[config.mk]
export PLATFORM = sky130hd
export DESIGN_NAME = demux1to4_tdm
export DESIGN_NICKNAME = d
export VERILOG_FILES = /design/src/rtl/mux_pkg.sv /design/src/rtl/tdm_slot_ctr.sv /design/src/rtl/demux1to4_tdm.sv
export SDC_FILE = /design/constraint.sdc
export NUM_CORES = 1
export LEC_CHECK = 0
export ABC_AREA = 0
export CORE_MARGIN = 2
export CORE_UTILIZATION = 48
export CTS_CLUSTER_SIZE = 12
export DETAILED_ROUTE_END_ITERATION = 10
export PLACE_DENSITY = 0.81
export SLEW_MARGIN = 30
export SYNTH_ARGS = -nofsm -noshare
export SYNTH_HDL_FRONTEND = slang
export SYNTH_SLANG_ARGS = --single-unit
[constraint.sdc]
create_clock -name CLK -period 2.2 [get_ports CLK]
set_input_delay 0.66 -clock CLK [delete_from_list [all_inputs] [get_ports CLK]]
set_output_delay 0.66 -clock CLK [all_outputs]
set_load 0.005 [all_outputs]
[src/rtl/mux_pkg.sv]
// Shared TDM encodings: slot numbering, receiver FSM states and the error
// counter ceiling. A future TDM transmitter is expected to reuse these.
package mux_pkg;
  localparam logic [1:0] SLOT_A = 2'b00;
  localparam logic [1:0] SLOT_B = 2'b01;
  localparam logic [1:0] SLOT_C = 2'b10;
  localparam logic [1:0] SLOT_D = 2'b11;

  typedef enum logic {
    ST_HUNT   = 1'b0,
    ST_LOCKED = 1'b1
  } tdm_state_t;

  localparam logic [7:0] ERR_CNT_MAX = 8'd255;
endpackage

[src/rtl/tdm_slot_ctr.sv]
// 2-bit TDM slot counter. Clear beats load-to-1, which beats increment.
module tdm_slot_ctr
  import mux_pkg::*;
(
  input  logic       clk,
  input  logic       rst_n,
  input  logic       inc,
  input  logic       load1,
  input  logic       clr,
  output logic [1:0] slot
);
  always_ff @(posedge clk or negedge rst_n) begin
    if (!rst_n)     slot <= SLOT_A;
    else if (clr)   slot <= SLOT_A;
    else if (load1) slot <= SLOT_B;
    else if (inc)   slot <= slot + 2'd1;
  end
endmodule

[src/rtl/demux1to4_tdm.sv]
// 1:4 TDM receiver. Aligns a slot counter to SYNC, stages slots 0..2 and
// publishes a whole frame on A..D when slot 3 arrives.
module demux1to4_tdm
  import mux_pkg::*;
#(
  parameter int W = 1
) (
  input  logic         CLK,
  input  logic         RST_N,
  input  logic         EN,
  input  logic         SYNC,
  input  logic [W-1:0] DIN,
  output logic [W-1:0] A,
  output logic [W-1:0] B,
  output logic [W-1:0] C,
  output logic [W-1:0] D,
  output logic         S1,
  output logic         S0,
  output logic         FRAME_VALID,
  output logic         LOCK,
  output logic         ERR,
  output logic [7:0]   ERR_CNT
);
  tdm_state_t          state_q, state_d;
  logic [1:0]          slot;
  logic [2:0][W-1:0]   stg_q;
  logic [3:0][W-1:0]   out_q;
  logic [2:0]          stg_we;
  logic                frame_upd, viol, ctr_inc, ctr_ld, ctr_clr;
  logic                fv_q, err_q;
  logic [7:0]          err_cnt_q;

  tdm_slot_ctr u_slot_ctr (
    .clk   (CLK),
    .rst_n (RST_N),
    .inc   (ctr_inc),
    .load1 (ctr_ld),
    .clr   (ctr_clr),
    .slot  (slot)
  );

  always_ff @(posedge CLK or negedge RST_N) begin
    if (!RST_N) state_q <= ST_HUNT;
    else        state_q <= state_d;
  end

  // A SYNC always restarts the frame at slot 0; it is only a violation
  // when it lands mid-frame while locked.
  always_comb begin
    state_d   = state_q;
    stg_we    = '0;
    frame_upd = 1'b0;
    viol      = 1'b0;
    ctr_inc   = 1'b0;
    ctr_ld    = 1'b0;
    ctr_clr   = 1'b0;
    if (EN) begin
      unique case (state_q)
        ST_HUNT: begin
          if (SYNC) begin
            stg_we[0] = 1'b1;
            ctr_ld    = 1'b1;
            state_d   = ST_LOCKED;
          end else begin
            ctr_clr   = 1'b1;
          end
        end
        ST_LOCKED: begin
          if (SYNC) begin
            stg_we[0] = 1'b1;
            ctr_ld    = 1'b1;
            viol      = (slot != SLOT_A);
          end else if (slot == SLOT_A) begin
            viol      = 1'b1;
            ctr_clr   = 1'b1;
            state_d   = ST_HUNT;
          end else begin
            ctr_inc   = 1'b1;
            stg_we[1] = (slot == SLOT_B);
            stg_we[2] = (slot == SLOT_C);
            frame_upd = (slot == SLOT_D);
          end
        end
        default: state_d = ST_HUNT;
      endcase
    end
  end

  always_ff @(posedge CLK or negedge RST_N) begin
    if (!RST_N) begin
      stg_q     <= '0;
      out_q     <= '0;
      fv_q      <= 1'b0;
      err_q     <= 1'b0;
      err_cnt_q <= '0;
    end else begin
      for (int i = 0; i < 3; i++)
        if (stg_we[i]) stg_q[i] <= DIN;
      if (frame_upd) out_q <= {DIN, stg_q[2], stg_q[1], stg_q[0]};
      fv_q  <= frame_upd;
      err_q <= viol;
      if (viol && err_cnt_q != ERR_CNT_MAX) err_cnt_q <= err_cnt_q + 8'd1;
    end
  end

  assign A           = out_q[0];
  assign B           = out_q[1];
  assign C           = out_q[2];
  assign D           = out_q[3];
  assign {S1, S0}    = slot;
  assign FRAME_VALID = fv_q;
  assign LOCK        = (state_q == ST_LOCKED);
  assign ERR         = err_q;
  assign ERR_CNT     = err_cnt_q;
endmodule

; ---- Yosys cells after proc, flatten, opt, wreduce, memory -nomap -nowiden
; Cells that the tools add are included.
[totals]
out_inout_bits = 17
reg_bits = 20
input_bits = 5
[classes]
n_bitwise = 1
n_reduce_logical = 4
add_sub_neg = 2
n_mux = 27
eq_ne = 4
[ops]
columns = cell, count
row1 = 1-bit two-way mux, 18
row2 = 2-bit two-way mux, 6
row3 = "8-bit by 1-bit adder with 8-bit output, second input constant", 1
row4 = "8-bit != test, second input constant", 1
row5 = "2-bit equality test, second input constant", 2
row6 = 1-bit case mux with 2 select lines, 2
row7 = 3-bit two-way mux, 1
row8 = 3-bit nonzero test, 1
row9 = "2-bit by 1-bit adder with 2-bit output, second input constant", 1
row10 = "2-bit by 1-bit equality test with 1-bit output, second input constant", 1
row11 = 2-bit logical NOT, 1
row12 = 2-bit nonzero test, 1
row13 = 1-bit logical AND, 1
row14 = 1-bit inverter, 1

; ---- Logic depth before layout (Yosys ltp)
; Gate-level depths: netlist of the first run.
[logic_depth]
ltp_word = 8
depth_mapped = 8
mapped_depth_nobuf = 8

; ---- Cells and area by module
; Synthesis of the first run repeated with hierarchy kept, for this count alone.
[unflattened]
cells_unflattened = 83
area_unflattened_um2 = 1023.5
[by_module_without_submodules]
columns = mod, area_per_inst_um2, seq_area_each_um2, n_inst, cells_each
row1 = demux1to4_tdm, 925.9, 450.4, 1, 75
row2 = tdm_slot_ctr, 97.6, 50.0, 1, 8

; ---- Worst setup path after synthesis of the first run
; Ideal clock, no wire load.
[synth_path]
path_type = input to register
from = in SYNC
to = reg err_cnt_q[6], in the netlist ERR_CNT[6]
arrival_time_ns = 1.590
setup_ns = 0.125
stages = 5
path_slack_ns = 0.485
path_cell_list = inv_1 > ha_1 > nand3_2 > nor3_1 > mux2_2
[synth_between]
elab_chain_len = 4
[synth_rtl]
columns = element, line_no
row1 = from (decl), demux1to4_tdm.sv:11  ; input logic SYNC,
row2 = 1-bit two-way mux, demux1to4_tdm.sv:69  ; if (SYNC) begin
row3 = 1-bit two-way mux, demux1to4_tdm.sv:58  ; unique case (state_q)
row4 = 1-bit two-way mux, demux1to4_tdm.sv:57  ; if (EN) begin
row5 = 1-bit logical AND, demux1to4_tdm.sv:102  ; if (viol && err_cnt_q != ERR_CNT_MAX) err_cnt_q <= err_cnt_q + 8'd1;
row6 = to (signal assigned), demux1to4_tdm.sv:102
row7 = to (decl), demux1to4_tdm.sv:31  ; logic [7:0] err_cnt_q;
; No other way between the ends.
; A chain may end at the register's enable or synchronous reset.

; ---- Final worst setup path of the first run
[layout_path]
from = reg state_q, in the netlist LOCK
to = out LOCK
[layout_rtl]
columns = element, line_no
row1 = from (decl), demux1to4_tdm.sv:24  ; tdm_state_t state_q, state_d;
row2 = from (signal assigned), demux1to4_tdm.sv:44  ; else state_q <= state_d;
row3 = to (decl), demux1to4_tdm.sv:20  ; output logic LOCK,
; No word-level cell between the ends.

==> results of run 1 <==
## metal layers
layer | up-vias | global-route usage [%] | wire length [µm]
met2 | 16 | 30.6 | 938
met1 | 346 | 21.9 | 829
met3 | 2 | 2.45 | 61
met4 | 0 | 10.6 | 19
li1 | 360 | - | -
met5 | - | 0 | 0
## cells in the final DEF, fill, tap and decap left out
cell type,instances
sky130_fd_sc_hd__clkbuf_4,3
sky130_fd_sc_hd__o21ai_0,4
sky130_fd_sc_hd__ha_1,7
sky130_fd_sc_hd__a22oi_1,1
sky130_fd_sc_hd__mux2_4,1
sky130_fd_sc_hd__a41o_1,1
sky130_fd_sc_hd__a21oi_1,3
sky130_fd_sc_hd__mux2_1,2
sky130_fd_sc_hd__nor3_1,1
sky130_fd_sc_hd__clkbuf_8,1
sky130_fd_sc_hd__o2111a_1,1
sky130_fd_sc_hd__nand2_1,8
sky130_fd_sc_hd__o21ai_2,1
sky130_fd_sc_hd__dfrtp_1,20
sky130_fd_sc_hd__and3b_2,1
sky130_fd_sc_hd__inv_1,7
sky130_fd_sc_hd__or4b_1,1
sky130_fd_sc_hd__nand3_1,1
sky130_fd_sc_hd__and3_1,2
sky130_fd_sc_hd__nand2b_1,1
sky130_fd_sc_hd__clkinv_2,1
sky130_fd_sc_hd__a21boi_0,1
sky130_fd_sc_hd__mux2_2,10
sky130_fd_sc_hd__nand4_1,3
sky130_fd_sc_hd__a31oi_1,1
sky130_fd_sc_hd__buf_4,6
sky130_fd_sc_hd__nand3_2,1
sky130_fd_sc_hd__nor2_1,2
sky130_fd_sc_hd__xnor2_1,1
sky130_fd_sc_hd__nand2_4,1
sky130_fd_sc_hd__clkdlybuf4s50_1,21
## final cells by class
class	count	area, µm²
fill	163	646
sequential	20	500
multi-input combinational	56	459
timing repair buffer	27	255
clock buffer	4	36.3
tap	27	33.8
inverter	8	31.3
## flip-flops by register name, indices dropped and copies added (netlist names)
| signal | cells |
|---|---|
| A | 1 |
| B | 1 |
| C | 1 |
| D | 1 |
| ERR | 1 |
| ERR_CNT | 8 |
| FRAME_VALID | 1 |
| LOCK | 1 |
| stg_q | 3 |
| u_slot_ctr.slot | 2 |
## stage by stage
step,hold slack (ns),instances
floorplan,0.364,84
global placement,0.488,138
detailed placement,0.497,138
CTS,0.523,142
global route,0.542,142
finish,0.523,142
## how the worst min path moves through the flow
| stage | from | to | slack, ns | cells after the start |
|---|---|---|---|---|
| after global routing | stg_q[0]$_DFFE_PN0P_ | A$_DFFE_PN0P_ | 0.54 | 1 |
| after detailed placement | D$_DFFE_PN0P_ | D$_DFFE_PN0P_ | 0.50 | 1 |
| final | D$_DFFE_PN0P_ | D$_DFFE_PN0P_ | 0.52 | 1 |
| after global placement | stg_q[1]$_DFFE_PN0P_ | B$_DFFE_PN0P_ | 0.49 | 1 |
| after CTS | D$_DFFE_PN0P_ | D$_DFFE_PN0P_ | 0.52 | 1 |
| after floorplan | RST_N | A$_DFFE_PN0P_ | 0.36 | 0 |
## cell families after synthesis
kind of cell	synth area share [%]
and+or+nand+nor	12.8
AOI/OAI and AO/OA	8.71
xor gates and xnor gates	0.884
muxes	15.2
buffers and inverters	3.16
adders and majority gates	8.84
DFF	50.5
## power by group through the flow
| stage | Combinational, µW | Clock (µW) | Sequential [µW] |
|---|---|---|---|
| final | 592 | 212 | 610 |
| after detailed placement | 594 | 0 | 621 |
| after global routing | 664 | 236 | 635 |
| after floorplan | 278 | 0 | 606 |
| after global placement | 569 | 0 | 608 |
| after CTS | 596 | 218 | 612 |
==> results by stage, run 1 <==
Pwr:
- In this run the power spent charging and discharging nets is 458 µW.
- The power density over the cells is 1070 nW/µm².
- Per report_power, the sequential group accounts for 43.2% of the total.
- The leakage power summed over all cells is 0.000632 µW.
- The cell-internal power is 956 µW.
- The fraction of power consumed by combinational cells is 41.9%.
- Across the VDD grid, the largest voltage drop is 611 µV.
- The design draws 1410 µW.
- The share of total power dissipated in the clock network is 15.0%.
- The net switching share of the total power is 32.4%.

Critical path:
- In this run the worst path has a maximum fanout of 8.
- The worst register-to-register path has a depth of 8.
- The setup slack of the most critical reg-to-reg path is 0.33 ns.
- In this run the number of cells on the critical path is 1.
- The worst setup path is of the flop to output pin kind.
- For this run, the slowest stage of the critical path takes 0.55 ns.
- The critical-path cell with the highest stage delay is sky130_fd_sc_hd__clkdlybuf4s50_1.
- The cell family contributing the most delay on the critical path is buffers and inverters.
- Following the worst setup path forward leads to its endpoint at LOCK.
- The kind of capture point of the worst setup path is an output pin.
- The critical path startpoint is LOCK$_DFFE_PN0P_.
- The worst register-to-register path ends at ERR_CNT[5]$_DFFE_PN0P_.
- The number of buffers and inverters on the critical path is 1.
- The worst path arrival time is 1.32 ns.
- The signal on the critical path passes through clkdlybuf4s50_1.
- For the worst setup path, the data required time is 1.54 ns.
- The nature of the critical path startpoint is a flop.
- The startpoint of the most critical register-to-register path is u_slot_ctr.slot[0]$_DFFE_PN0P_.

Flow run:
- Across the run, the number of max-cap violations was 0.

Timing:
- The accumulated negative setup slack is 0 ns.
- Between clock sinks in the finished design, the worst skew comes to 0.00340 ns.
- The number of max-slew violations in the final report is 0.
- The number of endpoints with negative hold slack in the final report came to 0.
- Measured against its own limit, the worst slew margin works out to 83.2%.
- Setup repair after global routing left no endpoint under its margin.
- Of the available clock period, the critical path in the final layout requires 90.1%.
- The final period demand of the worst path is 1.98 ns.
- Once routing completed, OpenROAD measured the worst setup slack at 0.217 ns.
- The slew at the pin closest to its max-slew limit is 0.253 ns.
- The timing-limited maximum frequency is 504 MHz.
- Setup violations remaining at the end of the flow were counted as 0.

Floorplanning:
- The height of the chip is 49.4 µm.
- The floorplan has 16 rows.
- The die footprint is 2440 µm².
- Once the floorplan was initialized, standard cells occupied 50.5% of the core.
- The core area is 1960 µm².
- In this run the horizontal extent of the chip is 49.4 µm.
- The I/O pin count is 22.

Place:
- The routability congestion estimate from global placement is 0.830.
- Detailed placement ended at an HPWL of 1420 µm.
- The placed instances occupy a cell area of 1280 µm².
- At the placement stage, the worst setup path has a slack of -0.0946 ns.
- The count of input and output buffers is 21.

Logic synthesis:
- The number of nets in the synthesized netlist is 96.
- Synthesis instantiated 27 different standard cells from the library.
- Synthesis produced a netlist whose cell count is 84.
- For this run, the register share of the synthesized area comes to 50.5%.
- The register bit total from synthesis is 20.
- In this run the mean area of a mapped cell was 11.8 µm².
- Ranked by total cell area, the synthesized netlist is headed by sky130_fd_sc_hd__dfrtp_1, sky130_fd_sc_hd__mux2_2, sky130_fd_sc_hd__ha_1.
- The number of enable-type register cells in the synthesized netlist is 0.
- The area of the mapped netlist is 991 µm².
- The count of yosys warnings during synthesis is 0.
- The cell type with the highest aggregate area in the netlist is sky130_fd_sc_hd__dfrtp_1.
- For this run, the leading register cell type out of synthesis is sky130_fd_sc_hd__dfrtp_1.
- Ranked by instance count, the synthesized netlist is headed by sky130_fd_sc_hd__dfrtp_1, sky130_fd_sc_hd__mux2_2, sky130_fd_sc_hd__nand2_1.
- For this run, asynchronously set or reset flops after synthesis account for 100%.
- The top-area cell type share of the netlist area is 50.5%.
- The most common cell in the synthesized netlist is sky130_fd_sc_hd__dfrtp_1.

CTS:
- The H-tree depth reported by CTS is 1.
- The number of gates resized after CTS was 0.
- The number of setup buffers added after CTS is 0.
- The later-pin clock latency in the skew report is 0.30 ns.
- Buffers inserted to repair hold after CTS numbered 0.
- TritonCTS built the clock tree.
- The clock tree root driver cell is sky130_fd_sc_hd__clkbuf_4.
- The clock net in this run drives a total of 20 sinks.
- The clock transition at the registers of the reported paths is 0.11 ns.
- TritonCTS created 3 clock buffers.
- The clock tree buffer depth is 2.

Global routing:
- The total grt overflow is 0.
- The pin count of the biggest net entering global routing is 21.
- The via count of the first global-routing pass is 774.
- The number of antenna violations at the first check in global routing is 0.
- The global routing usage summed across all routing layers is 18.1%.
- The first global-routing pass estimated 3340 µm of wire.

Detailed routing:
- The number of iterations in the first detailed-routing pass is 4.
- The detailed router finished its first iteration with 9 violations.
- Once detail routing completed, the nets flagged for antenna violations numbered 0.
- For this run, design rule violations remaining after detail routing come to 0.
- The detailed router placed 724 vias in this run.
- The routed design has 1850 µm of wire.
- Dividing the detail-routed wire length by the instance count gives 13.0 µm.
- Using the TritonRoute via totals, the vias-per-cell ratio works out to 5.10.

Finish:
- The fraction of final layout cells with drive strength greater than 1 is 22.6%.
- The summed area of non-filler cells in the final layout is 1320 µm².
- At the end of the flow the core is filled with cells to 67.1%.
- The diode insertion count for antenna repair is 0.
- The post-layout net count is 128.
- The synthesis-to-finish area growth is 32.8%.

Outcome:
- The run finished with clean final reports.

Hold path:
- The worst hold-check path type is flop to flop.
No activity file was read; power rests on OpenSTA's default activity.
==> inputs of run 2 (changes only) <==
Settings changed: CORE_UTILIZATION 48 to 49, SYNTH_HIERARCHICAL set to 1.
==> results by stage, run 2 <==
Outcome:
- The flow ran to the end, and the final reports show no timing, DRC or antenna violations.

Logic synthesis:
- The mux share of post-synthesis cell area was 12.0% (-3.2 points).
- The cell type with the highest aggregate area in the netlist is sky130_fd_sc_hd__dfrtp_1.
- The top-area cell type share of the netlist area came to 48.9% (-1.6 points).
- The fraction of the mapped netlist area in compound gates was 10.3% (+1.6 points).
- The fraction of the mapped netlist area in simple logic gates came to 18.6% (+5.8 points).
- The number of nets in the synthesized netlist came to 91 (-5.2%).
- The fraction of the yosys area taken by sequential cells is 48.9% (-1.6 points).
- The adder-cell area share of the yosys netlist is 3.67% (-5.2 points).
- The share of the synthesized netlist area taken by xor and xnor gates is 2.57% (+1.7 points).
- After synthesis, the most frequently instantiated cells are sky130_fd_sc_hd__dfrtp_1, sky130_fd_sc_hd__mux2_2, sky130_fd_sc_hd__inv_1, sky130_fd_sc_hd__nand2_1.
- The count of yosys warnings during synthesis is 6 (+6).
- In the synthesized netlist the dominant register cell turns out to be sky130_fd_sc_hd__dfrtp_1.
- The fraction of registers with async set/reset is 100% (unchanged).
- Yosys attributes the largest share of cell area to sky130_fd_sc_hd__dfrtp_1, sky130_fd_sc_hd__mux2_2, sky130_fd_sc_hd__ha_1.
- The register bit total from synthesis is 20 (unchanged).
- The cell count after synthesis came to 83 (-1.2%).
- The area of the mapped netlist was 1020 µm² (+3.3%).
- sky130_fd_sc_hd__dfrtp_1 is the most common cell in the netlist.
- The number of enable-type register cells in the synthesized netlist came to 0 (unchanged).
- After synthesis, the largest family of logic cells by area is simple AND/OR/NAND/NOR gates.
- The mean instance size in the synthesized netlist was 12.3 µm² (+4.5%).
- The post-synthesis cell type count is 34 (+26%).

Timing:
- The number of max-slew violations in the final report was 0 (unchanged).
- The share of the clock period used by the worst path after layout came to 95.6% (+5.5 points).
- The slew at the pin closest to its max-slew limit is 0.361 ns (+0.108 ns).
- The worst hold-check slack is 0.517 ns (-0.00589 ns).
- Setup repair after global routing left no endpoint under its margin.
- The minimum setup slack in the final design is 0.0970 ns (-0.120 ns).
- The headroom to the max-slew limit was 75.9% (-7.2 points).
- The number of endpoints with negative hold slack in the final report was 0 (unchanged).
- The timing-limited maximum frequency is 476 MHz (-5.7%).
- The final period demand of the worst path is 2.10 ns (+0.120 ns).
- The largest clock skew in the final design is 0.00886 ns (+0.00545 ns).
- The total setup violations reported at the end of the flow is 0 (unchanged).

Finish:
- The area of all sequential standard cells came to 500 µm² (unchanged).
- The diode insertion count for antenna repair was 0 (unchanged).
- The post-layout net count is 122 (-4.7%).
- The fraction of final layout cells with drive strength greater than 1 came to 23.9% (+1.3 points).
- The library cell used most frequently in the layout, excluding fill and tap cells, is sky130_fd_sc_hd__clkdlybuf4s50_1.
- The footprint of the multi-input gates is 482 µm² (+4.9%).
- The synthesis-to-finish area growth is 30.3%.
- The flip-flop count of the largest register, all copies and words added came to 8 (unchanged).
- The number of inserted filler cells in the final layout is 170 (+4.3%).
- Leaving out fill and tap cells, the most frequent cells in the layout are sky130_fd_sc_hd__clkdlybuf4s50_1, sky130_fd_sc_hd__dfrtp_1, sky130_fd_sc_hd__mux2_2.

Hold path:
- The tightest min-delay check is of the flop to flop type.

Floorplanning:
- The height of the chip was 49.7 µm (+0.54%).
- The die footprint came to 2470 µm² (+1.1%).
- The initial core utilization is 52.2% (+1.7 points).
- The die boundary width was 49.7 µm (+0.54%).
- The core area was 1960 µm² (unchanged).
- The I/O pin count came to 22 (unchanged).
- The standard-cell row count is 16 (unchanged).

Critical path:
- The kind of capture point of the worst setup path is an output pin.
- The largest stage delay on the critical path is 0.57 ns (+0.02 ns).
- The maximum net fanout on the critical path is 11 (+3).
- Traced cell by cell, the critical path runs through clkdlybuf4s50_1.
- The critical-path cell with the highest stage delay is sky130_fd_sc_hd__dfrtp_1.
- The number of buffers and inverters on the critical path is 1 (unchanged).
- The worst path arrival time is 1.44 ns (+0.12 ns).
- The nature of the critical path startpoint is a flop.
- The data required time of the worst path was 1.54 ns (about the same).
- In this design, the largest share of critical-path delay is due to flip-flops.
- The worst setup path is of the flop to output pin kind.

Place:
- The routability congestion estimate from global placement was 0.882 (+6.3%).
- The count of input and output buffers came to 21 (unchanged).
- The worst-case setup slack after placement was -0.241 ns (-0.146 ns).
- The estimated wirelength of the detail-placed design came to 1370 µm (-3.9%).

CTS:
- The total CTS buffers is 3 (unchanged).
- The H-tree depth reported by CTS is 1 (unchanged).
- TritonCTS built the clock tree.
- CTS placed an instance of sky130_fd_sc_hd__clkbuf_4 at the clock tree root.
- The clock transition at the registers of the reported paths is 0.12 ns (about the same).
- The total number of clock tree sinks is 20 (unchanged).
- The number of hold-repair buffers added at the cts stage is 0 (unchanged).
- The later-pin clock latency in the skew report is 0.31 ns (about the same).
- The clock tree buffer depth came to 2 (unchanged).

Detailed routing:
- The average via count per standard cell was 5.39 (+5.8%).
- The initial detailed-routing violation count is 14 (+5).
- The antenna violation net count after detailed routing is 0 (unchanged).
- The average routed wire per standard cell was 13.9 µm (+6.8%).
- The total via count in the routed design was 755 (+4.3%).
- The total routed wirelength was 1950 µm (+5.3%).
- The remaining design rule violation count is 0 (unchanged).
- The number of iterations in the first detailed-routing pass is 4 (unchanged).

Pwr:
- The maximum vdd ir drop is 736 µV (+20%).
- The leakage power summed over all cells came to 0.000601 µW (-5.0%).
- The power density over the cells is 1130 nW/µm² (+4.9%).

Global routing:
- The global-route wire length before repair is 3320 µm (-0.63%).
- The total grt overflow was 0 (unchanged).
- The pin count of the biggest net entering global routing was 21 (unchanged).
- The number of antenna violations at the first check in global routing is 0 (unchanged).
- The global routing usage summed across all routing layers is 17.8% (-0.29 points).
- The via count of the first global-routing pass is 724 (-6.5%).

Flow run:
- The max-capacitance violation count was 0 (unchanged).
[run 2: cell types whose count changed in the layout (fill, tap and decap cells not counted), moves of 3 or more]
cell,delta
sky130_fd_sc_hd__ha_1,-4
sky130_fd_sc_hd__o21ai_0,-3
sky130_fd_sc_hd__nand2_1,-3
sky130_fd_sc_hd__nor3_1,+3
[run 2: worst reg2reg max path, cell delays in order, from the launching register on]
cell                      delay (ns)
sky130_fd_sc_hd__dfrtp_1        0.46
sky130_fd_sc_hd__or2_2          0.34
sky130_fd_sc_hd__ha_1           0.35
sky130_fd_sc_hd__nand3_4        0.13
sky130_fd_sc_hd__buf_4          0.19
sky130_fd_sc_hd__a211o_1        0.26
sky130_fd_sc_hd__a21o_1         0.17
[run 2: kinds of logic (layout without fill, tap and decap cells)]
| group | Yosys count | count (layout) |
|---|---|---|
| muxes | 11 | 11 |
| xor gates and xnor gates | 3 | 3 |
| adders and majority gates | 3 | 3 |
| and+or+nand+nor | 27 | 27 |
| AOI/OAI and AO/OA | 12 | 12 |
| buffers and inverters | 7 | 37 |
| DFF | 20 | 20 |
[run 2: per-stage QoR]
step           TNS, ns  instance area [µm²]  instances  power, µW  utilization [%]
4_1_cts              0                 1330        140       1520             68.0
5_1_grt              0                 1330        140       1600             68.0
6_report             0                 1330        140       1500             68.0
3_5_place_dp    -0.891                 1300        136       1290             66.1
2_1_floorplan        0                 1020         83        968                -
3_3_place_gp    -0.732                 1300        136       1260             66.1
[run 2: final cells by class]
type / instances / area share [%]
Sequential cell: 20 / 37.5
Multi-Input combinational cell: 56 / 36.1
Timing Repair Buffer: 28 / 19.7
Clock buffer: 4 / 2.72
Tap cell: 27 / 2.53
Inverter: 5 / 1.41
[run 2: path summary, 6_finish.rpt]
kind / startpoint / end / slack, ns / cells past startpoint
max: LOCK$_DFFE_PN0P_ / LOCK / 0.1 / 1
min: D$_DFFE_PN0P_ / D$_DFFE_PN0P_ / 0.52 / 1
max reg2reg: u_slot_ctr/slot[1]$_DFFE_PN0P_ / ERR_CNT[3]$_DFFE_PN0P_ / 0.20 / 6
min reg2reg: D$_DFFE_PN0P_ / D$_DFFE_PN0P_ / 0.52 / 1
max in group asynchronous: RST_N / ERR_CNT[7]$_DFFE_PN0P_ / 1.31 / 2
min in group asynchronous: RST_N / stg_q[2]$_DFFE_PN0P_ / 0.67 / 2
[run 2: power by group]
part	total [µW]	switching (µW)	internal, µW
Clock	217	116	101
Combinational	646	248	397
Sequential	640	143	497
[run 2: per-layer routing]
layer  vias to the layer above  part of all wire (%)  GRT usage, %
met4                         0                   2.6          9.72
met2                        16                    50          28.2
met5                         -                     0             0
met3                         7                   2.7          3.33
li1                        358                     -             -
met1                       374                    45          22.9
[run 2: what timing repair did]
item | 4_1_cts | 5_1_grt
setup buffers | 0 | 0
gates resized for setup | 0 | 0
endpoints found under the setup margin | 0 | 1
